<file path="src/rtl/mips_pkg.sv">
// Shared MIPS control-flow definitions: branch-op codes, reset PC, next-PC sequencer states.
package mips_pkg;

    localparam logic [2:0] BR_NONE = 3'b000;
    localparam logic [2:0] BR_COND = 3'b001;
    localparam logic [2:0] BR_J    = 3'b010;
    localparam logic [2:0] BR_JAL  = 3'b011;
    localparam logic [2:0] BR_JR   = 3'b100;

    localparam logic [31:0] RESET_PC = 32'h0000_3000;

    typedef enum logic {
        SEQ  = 1'b0,
        SLOT = 1'b1
    } npc_state_e;

    // Codes 101-111 are not control instructions and behave like BR_NONE.
    function automatic logic is_ctrl_op(input logic [2:0] op);
        return (op == BR_COND) || (op == BR_J) || (op == BR_JAL) || (op == BR_JR);
    endfunction

endpackage

</file>
<file path="src/rtl/npc_unit_target.sv">
// Combinational branch/jump target arithmetic and JR alignment check for the instruction at pc.
module npc_target
    import mips_pkg::*;
(
    input  logic [31:0] pc,
    input  logic [2:0]  br_op,
    input  logic [15:0] imm16,
    input  logic [25:0] j_index,
    input  logic [31:0] jr_target,
    output logic [31:0] target,
    output logic        is_ctrl,
    output logic        jr_misaligned
);

    logic [31:0] pc_plus4;
    logic [31:0] br_offset;

    assign pc_plus4  = pc + 32'd4;
    assign br_offset = {{14{imm16[15]}}, imm16, 2'b00};
    assign is_ctrl   = is_ctrl_op(br_op);

    always_comb begin
        target        = pc_plus4;
        jr_misaligned = 1'b0;
        case (br_op)
            BR_COND:       target = pc_plus4 + br_offset;
            BR_J, BR_JAL:  target = {pc_plus4[31:28], j_index, 2'b00};
            BR_JR: begin
                target        = {jr_target[31:2], 2'b00};
                jr_misaligned = (jr_target[1:0] != 2'b00);
            end
            default:       target = pc_plus4;
        endcase
    end

endmodule

</file>
<file path="src/rtl/npc_unit.sv">
// Next-PC stage: computes the PC register's load value, handling the single branch delay slot
// with a SEQ/SLOT sequencer and a pending-target register.
module npc_unit #(
    parameter logic [31:0] RESET_PC = mips_pkg::RESET_PC
) (
    input  logic        clk,
    input  logic        reset,
    input  logic [31:0] pc,
    input  logic        stall,
    input  logic [2:0]  br_op,
    input  logic        br_cond,
    input  logic [15:0] imm16,
    input  logic [25:0] j_index,
    input  logic [31:0] jr_target,
    output logic [31:0] npc,
    output logic [31:0] link_addr,
    output logic        in_slot,
    output logic        slot_ctrl_err,
    output logic        align_err
);
    import mips_pkg::*;

    npc_state_e  state_q, state_d;
    logic [31:0] tgt_q, tgt_d;
    logic        slot_err_q, slot_err_d;
    logic        align_err_q, align_err_d;

    logic [31:0] target;
    logic        is_ctrl;
    logic        jr_misaligned;
    logic        taken;

    npc_target u_target (
        .pc            (pc),
        .br_op         (br_op),
        .imm16         (imm16),
        .j_index       (j_index),
        .jr_target     (jr_target),
        .target        (target),
        .is_ctrl       (is_ctrl),
        .jr_misaligned (jr_misaligned)
    );

    assign taken = is_ctrl && ((br_op != BR_COND) || br_cond);

    always_ff @(posedge clk) begin
        state_q     <= state_d;
        tgt_q       <= tgt_d;
        slot_err_q  <= slot_err_d;
        align_err_q <= align_err_d;
    end

    always_comb begin
        state_d     = state_q;
        tgt_d       = tgt_q;
        slot_err_d  = slot_err_q;
        align_err_d = align_err_q;
        if (reset) begin
            state_d     = SEQ;
            tgt_d       = '0;
            slot_err_d  = 1'b0;
            align_err_d = 1'b0;
        end else if (!stall) begin
            case (state_q)
                SLOT: begin
                    // Slot instruction's own control effect is dropped, including its JR alignment.
                    state_d = SEQ;
                    if (is_ctrl) slot_err_d = 1'b1;
                end
                default: begin
                    if (taken) begin
                        state_d = SLOT;
                        tgt_d   = target;
                        if (br_op == BR_JR && jr_misaligned) align_err_d = 1'b1;
                    end
                end
            endcase
        end
    end

    always_comb begin
        npc     = pc + 32'd4;
        in_slot = (state_q == SLOT);
        if (reset) begin
            npc     = RESET_PC;
            in_slot = 1'b0;
        end else if (stall) begin
            npc = pc;
        end else if (state_q == SLOT) begin
            npc = tgt_q;
        end
    end

    assign link_addr     = pc + 32'd8;
    assign slot_ctrl_err = slot_err_q;
    assign align_err     = align_err_q;

endmodule

</file>
<file path="config.mk">
export PLATFORM = sky130hd
export DESIGN_NAME = npc_unit
export DESIGN_NICKNAME = d
export VERILOG_FILES = /design/src/rtl/mips_pkg.sv /design/src/rtl/npc_unit_target.sv /design/src/rtl/npc_unit.sv
export SDC_FILE = /design/constraint.sdc
export NUM_CORES = 1
export LEC_CHECK = 0
export ABC_AREA = 1
export BUFFER_PORTS_ARGS = -buffer_cell sky130_fd_sc_hd__buf_2
export CORE_ASPECT_RATIO = 1.75
export CORE_MARGIN = 2
export CORE_UTILIZATION = 35
export CTS_BUF_LIST = sky130_fd_sc_hd__clkbuf_4 sky130_fd_sc_hd__clkbuf_8 sky130_fd_sc_hd__clkbuf_16
export CTS_CLUSTER_DIAMETER = 200
export DETAILED_ROUTE_END_ITERATION = 6
export SETUP_SLACK_MARGIN = 0.05
export SLEW_MARGIN = 30
export SYNTH_ARGS = -nofsm -noshare
export SYNTH_HDL_FRONTEND = slang
export SYNTH_SLANG_ARGS = --single-unit
export TNS_END_PERCENT = 30
</file>
<file path="constraint.sdc">
create_clock -name clk -period 4.4 [get_ports clk]
set_input_delay 0.44 -clock clk [delete_from_list [all_inputs] [get_ports clk]]
set_output_delay 0.44 -clock clk [all_outputs]
set_load 0.1 [all_outputs]
</file>
==> results.py, run 1 <==
metrics = {
    "layout": {
        "drive_gt1_frac": 0.2102,
        "final_nets": 1323,
        "diodes": 0,
        "area_growth_pct": 20.50,
        "final_core_util": 0.4329,
    },
    "worst_setup_path": {
        "worst-path-stages": 20,
        "r2r_slack_ns": 2.17,
        "r2r_start": "state_q$_SDFFE_PP0N_",
        "crit_family": "simple AND/OR/NAND/NOR gates",
        "cp_common_cell": "nand2_1",
        "worstSetupStartpoint": "pc[4]",
        "path_cells": "buf_2, ha_1, inv_1, nor2_4, nand2_4, nor2_4, nand2_1, xor2_1, nor2_1, nor2_1, ha_1, a21oi_1, nand2_1, nand2_1, nand3_1, a21oi_1, nand2_1, nand2_1, nand3_1, a21oi_1",
        "crit_fanout": 5,
        "worstPathRequired_ns": 4.63,
        "end_kind": "flip-flop",
        "crit_type": "in -> reg",
        "path_buf_inv": 2,
        "reg2regPathDepth": 5,
        "critPathCapture": "tgt_q[30]$_SDFFE_PP0P_",
        "cp_slowest_stage_delay_ns": 0.33,
        "cp_slowest_cell": "ha_1",
        "worstPathArrival_ns": 3.48,
        "critPathLaunchType": "primary input",
        "reg2reg_to": "tgt_q[19]$_SDFFE_PP0P_",
    },
    "floorplanning": {
        "fp.dieW_um": 100.7,
        "core_um2": 15950,
        "start_util": 0.3592,
        "die_area_um2": 17450,
        "fp-row-count": 61,
        "die_y_um": 173.3,
        "io_pins": 180,
    },
    "clocking": {
        "cts_resized": 0,
        "postCtsHoldBufs": 0,
        "cts_buffers": 5,
        "cts_tree": "built",
        "clk_latency_ns": 0.29,
        "cts_sinks": 35,
        "cts_root_buffer": "clkbuf_16",
        "clkTransAtPathRegs_ns": 0.06,
        "clockBufferDepth": 2,
        "cts_setup_buffers": 0,
        "htreeDepth": 2,
    },
    "logic_synthesis": {
        "synth_top_cells_by_area": "nand2_1, dfxtp_1, ha_1",
        "synth.most_common_cell": "nand2_1",
        "yosysWarnings": 0,
        "syn_avg_cell_area_um2": 5.607,
        "ys_seq_area_frac": 0.1223,
        "synth_top_area_share": 0.2194,
        "synthTopCellsByCount": "nand2_1, inv_1, nor2_1",
        "synthXorXnorAreaFrac": 0.07336,
        "synth_top_area_cell": "nand2_1",
        "synth_compound_area_frac": 0.1869,
        "synth_area_um2": 5730,
        "synth-edff-count": 0,
        "synth_fa_ha_area_frac": 0.07991,
        "synthSimpleGateAreaFrac": 0.4234,
        "synthFlopType": "dfxtp_1",
        "synthCells": 1022,
        "synthMuxAreaShare": 0,
        "synth_fp_nets": 1171,
        "async_flop_share": 0,
        "ys_seq_elements": 35,
        "synth.distinct_cells": 43,
        "synth_top_family_by_area": "simple AND/OR/NAND/NOR gates",
    },
    "detailed_routing": {
        "postRouteWirelength_um": 24220,
        "wl_per_cell_um": 17.76,
        "drt_iter0_drc": 486,
        "drt-vias-per-instance": 5.247,
        "drc_errors": 0,
        "antenna_left": 0,
        "vias": 7157,
        "firstDrtPassIters": 5,
    },
    "sta": {
        "clock_skew_ns": 0.002390,
        "tightest_slew_ns": 0.9473,
        "finalSetupViolCount": 0,
        "finalHoldViolations": 0,
        "fmax_mhz": 307.8,
        "setup_slack_ns": 1.151,
        "rsz0062_at_grt": "no",
        "final.setup.tns_ns": 0,
        "relSlewSlack": 0.3678,
        "holdWs_ns": 0.4389,
        "maxSlewViolCount": 0,
        "fin_crit_ns": 3.249,
        "period_share": 0.7385,
    },
    "pwr": {
        "power.leakage_nw": 3.596,
        "p_per_area_nw_per_um2": 245.9,
        "vdd_drop_max_mv": 0.1379,
    },
    "placement": {
        "place_ws_ns": 0.9393,
        "place_hpwl_um": 20260,
        "gp_congestion": 0.9320,
        "portBuffers": 179,
    },
    "global_route": {
        "grt_util_all_layers": 0.2679,
        "grt-ovfl-total": 0,
        "antenna_found_initial": 0,
        "grt_pass1_vias": 6762,
        "grt_pass1_wl_um": 36260,
        "grt_max_degree": 40,
    },
    "run_status": {
        "status": "completed",
    },
    "hold_path": {
        "hp-class": "in -> reg",
    },
    "flow_run": {
        "drv_cap": 0,
    },
}
flip-flops by register name (all words and copies together) (netlist names):
register and cells:
slot_ctrl_err 1, align_err 1, state_q 1, tgt_q 32
worst min path at each step:
stage | startpoint | endpoint | slack, ns | cells past startpoint
after global placement | align_err$_SDFFE_PP0P_ | align_err$_SDFFE_PP0P_ | 0.44 | 2
final | jr_target[3] | tgt_q[3]$_SDFFE_PP0P_ | 0.44 | 3
after global routing | jr_target[3] | tgt_q[3]$_SDFFE_PP0P_ | 0.45 | 3
after detailed placement | align_err$_SDFFE_PP0P_ | align_err$_SDFFE_PP0P_ | 0.45 | 2
after floorplan | tgt_q[0]$_SDFFE_PP0P_ | tgt_q[0]$_SDFFE_PP0P_ | 0.45 | 2
after CTS | jr_target[3] | tgt_q[3]$_SDFFE_PP0P_ | 0.43 | 3
through the flow:
stage	std cells	total power [W]	area, um^2
CTS	1364	0.001696	6900
finish	1364	0.001698	6905
global placement	1356	0.001264	6731
floorplan	1022	0.001032	5734
detailed placement	1356	0.001265	6731
global route	1364	0.001784	6905
kinds of logic (layout without fill, tap and decap cells):
group | count (synthesis) | after routing
AND/OR/NAND/NOR | 556 | 556
AO/OA/AOI/OAI | 181 | 181
buffers and inverters | 166 | 319
XOR/XNOR | 48 | 48
adder cells (fa/ha/maj) | 36 | 36
flip-flops | 35 | 35
per-layer routing:
layer / share of wire / GRT usage / wire [um] / vias to the layer above
li1: - / - / - / 3634
met1: 0.39 / 0.3097 / 9457 / 3237
met2: 0.52 / 0.4903 / 12540 / 235
met3: 0.040 / 0.01169 / 967 / 51
met4: 0.052 / 0.1284 / 1252 / 0
met5: 0 / 0 / 0 / -
layout make-up:
cell class	instances	area, um^2
repair buffers	184	933.4
clock inverters	3	43.79
well taps	189	236.5
clock buffers	5	125.1
flip-flops and latches	35	700.7
inverters	127	476.7
multi-input cells	821	4389
fillers	1801	9046
worst register-to-register path, cell delays in order (launching register included):
cell	delay (ns)
dfxtp_1	0.32
nor2_2	0.63
nand3_2	0.17
buf_4	0.27
a221oi_1	0.54
a21oi_1	0.16
report_power, final:
group | total, W | switching [W] | internal, W
sequential | 0.000359 | 0.0000177 | 0.000341
clock | 0.000430 | 0.000162 | 0.000268
combinational | 0.000909 | 0.000685 | 0.000224
placed cells by master (no fill, tap or decap), types with 25 or more instances in the layout:
cell	count
inv_1	114
o21ai_0	53
nor2_1	81
buf_2	179
nand3_1	68
a21oi_1	61
dfxtp_1	35
nand2_1	335
ha_1	35
a31oi_1	25
xor2_1	42
Power figures use the tool's default switching activity.
==> run 2, diff against run 1 <==
clock period = 3.1 ns   (was 4.4 ns; I/O delays follow)
==> run 2 against run 1 <==
First-iteration DRC count up 0.82%; global-route usage up 0.87 points; sequential share of layout area down 0.79 points; non-clock buffer count up 61; critical path type unchanged; highest routed layer unchanged.
==> results.py, run 2 (synthesized netlist as in run 1, its figures left out) <==
metrics = {
    "run_status": {
        "status": "completed",
    },
    "worst_setup_path": {
        "critPathLaunchType": "primary input",
        "path_cells": "buf_2, ha_1, inv_1, nor2_4, nand2_4, nor2_4, nand2_2, xor2_4, nor2_1, nor2_1, ha_1, a21oi_2, nand2_1, nand2_1, nand3_1, a21oi_1, nand2_1, nand2_1, nand3_1, a21oi_1",
        "crit_type": "in -> reg",
        "worstPathRequired_ns": 3.32,
        "path_buf_inv": 2,
        "crit_family": "simple AND/OR/NAND/NOR gates",
        "crit_fanout": 5,
        "cp_common_cell": "nand2_1",
        "end_kind": "flip-flop",
        "cp_slowest_cell": "ha_1",
        "worstPathArrival_ns": 3.11,
        "cp_slowest_stage_delay_ns": 0.34,
    },
    "global_route": {
        "grt_util_all_layers": 0.2766,
        "top_usage_layer": "met2",
        "grt-ovfl-total": 0,
        "grt_use_met3": 0.01532,
        "grt_max_degree": 40,
        "antenna_found_initial": 0,
        "grt_pass1_wl_um": 37280,
        "met1_usage": 0.3153,
        "grt.met2_usage": 0.4964,
        "grt_pass1_vias": 7223,
    },
    "clocking": {
        "clk_latency_ns": 0.30,
        "cts_tree": "built",
        "cts_root_buffer": "clkbuf_16",
        "cts_setup_buffers": 0,
        "clkTransAtPathRegs_ns": 0.06,
        "cts_sinks": 35,
        "cts_buffers": 5,
        "clockBufferDepth": 2,
        "htreeDepth": 2,
    },
    "sta": {
        "tightest_slew_ns": 0.7827,
        "fin_crit_ns": 2.888,
        "setup_slack_ns": 0.2117,
        "maxSlewViolCount": 0,
        "period_share": 0.9317,
        "finalHoldViolations": 0,
        "clock_skew_ns": 0.008999,
        "rsz0062_at_grt": "yes",
        "fmax_mhz": 346.2,
        "finalSetupViolCount": 0,
        "relSlewSlack": 0.4776,
    },
    "placement": {
        "place_ws_ns": -0.3193,
        "gp_congestion": 1.008,
        "portBuffers": 179,
        "place_hpwl_um": 20710,
    },
    "pwr": {
        "total_power_w": 0.002512,
        "p_per_area_nw_per_um2": 335.5,
        "power.leakage_nw": 3.930,
        "vdd_drop_max_mv": 0.2762,
    },
    "detailed_routing": {
        "drt-vias-per-instance": 5.244,
        "firstDrtPassIters": 5,
        "drt_iter0_drc": 490,
        "wl_per_cell_um": 17.27,
        "antenna_left": 0,
        "drc_errors": 0,
        "postRouteWirelength_um": 24620,
        "vias": 7472,
    },
    "layout": {
        "register_area_um2": 700.7,
        "largest_reg_flops": 32,
        "final_core_util": 0.4694,
        "layout_commonest_cell": "nand2_1",
        "fill_cells": 1775,
        "final_cell_mix": "nand2_1, buf_2, inv_1",
        "area_growth_pct": 30.66,
        "drive_gt1_frac": 0.2540,
        "final_nets": 1384,
        "diodes": 0,
        "regMostFlops": "tgt_q",
        "multiInputGateArea_um2": 4423,
    },
    "floorplanning": {
        "fp.dieW_um": 100.7,
        "die_area_um2": 17450,
        "fp-row-count": 61,
        "io_pins": 180,
        "die_y_um": 173.3,
        "core_um2": 15950,
        "start_util": 0.3592,
    },
    "flow_run": {
        "drv_cap": 0,
    },
    "hold_path": {
        "hp-class": "in -> reg",
    },
}
[run 2: worst paths after layout]
path	cells past startpoint	from	endpoint	slack (ns)
max	20	pc[4]	tgt_q[30]$_SDFFE_PP0P_	0.21
min	3	jr_target[5]	tgt_q[5]$_SDFFE_PP0P_	0.31
max reg2reg	5	state_q$_SDFFE_PP0N_	tgt_q[0]$_SDFFE_PP0P_	1.04
min reg2reg	2	align_err$_SDFFE_PP0P_	align_err$_SDFFE_PP0P_	0.46
[run 2: stage by stage]
stage          std cells  setup TNS [ns]  hold WS (ns)  cell area, um^2
2_1_floorplan       1022          -1.005        0.4538             5759
3_3_place_gp        1417         -0.9837        0.4373             7305
3_5_place_dp        1417          -1.077        0.4471             7305
4_1_cts             1425               0        0.3037             7476
5_1_grt             1425               0        0.3077             7487
6_report            1425               0        0.3053             7487
[run 2: layout make-up]
type / count / share of cell area
Multi-Input combinational cell: 821 / 0.5907
Inverter: 127 / 0.06367
Tap cell: 189 / 0.03158
Clock buffer: 5 / 0.01671
Clock inverter: 3 / 0.005849
Timing Repair Buffer: 245 / 0.1979
Sequential cell: 35 / 0.09358
[run 2: power by group]
part / switching, W / internal [W]
Sequential: 0.0000246 / 0.000484
Clock: 0.000236 / 0.000380
Combinational: 0.000996 / 0.000391
Total: 0.00126 / 0.00126
[run 2: what timing repair did]
action                                  in CTS  in global routing
endpoints found under the setup margin       3                  4
resized for setup                            2                  3
hold buffers                                 0                  0
[run 2: routing by layer]
layer | vias up | routed length [um] | part of all wire
met1 | 3362 | 9458 | 0.38
met3 | 65 | 1183 | 0.048
li1 | 3771 | - | -
met4 | 0 | 1438 | 0.058
met2 | 274 | 12540 | 0.51
met5 | - | 0 | 0
[run 2: worst register-to-register path, cell delays in order (launching register included)]
cell and delay [ns]:
dfxtp_1 0.32, nor2_2 0.31, nand3_2 0.30, inv_2 0.59, nand2_1 0.22, o21ai_0 0.23
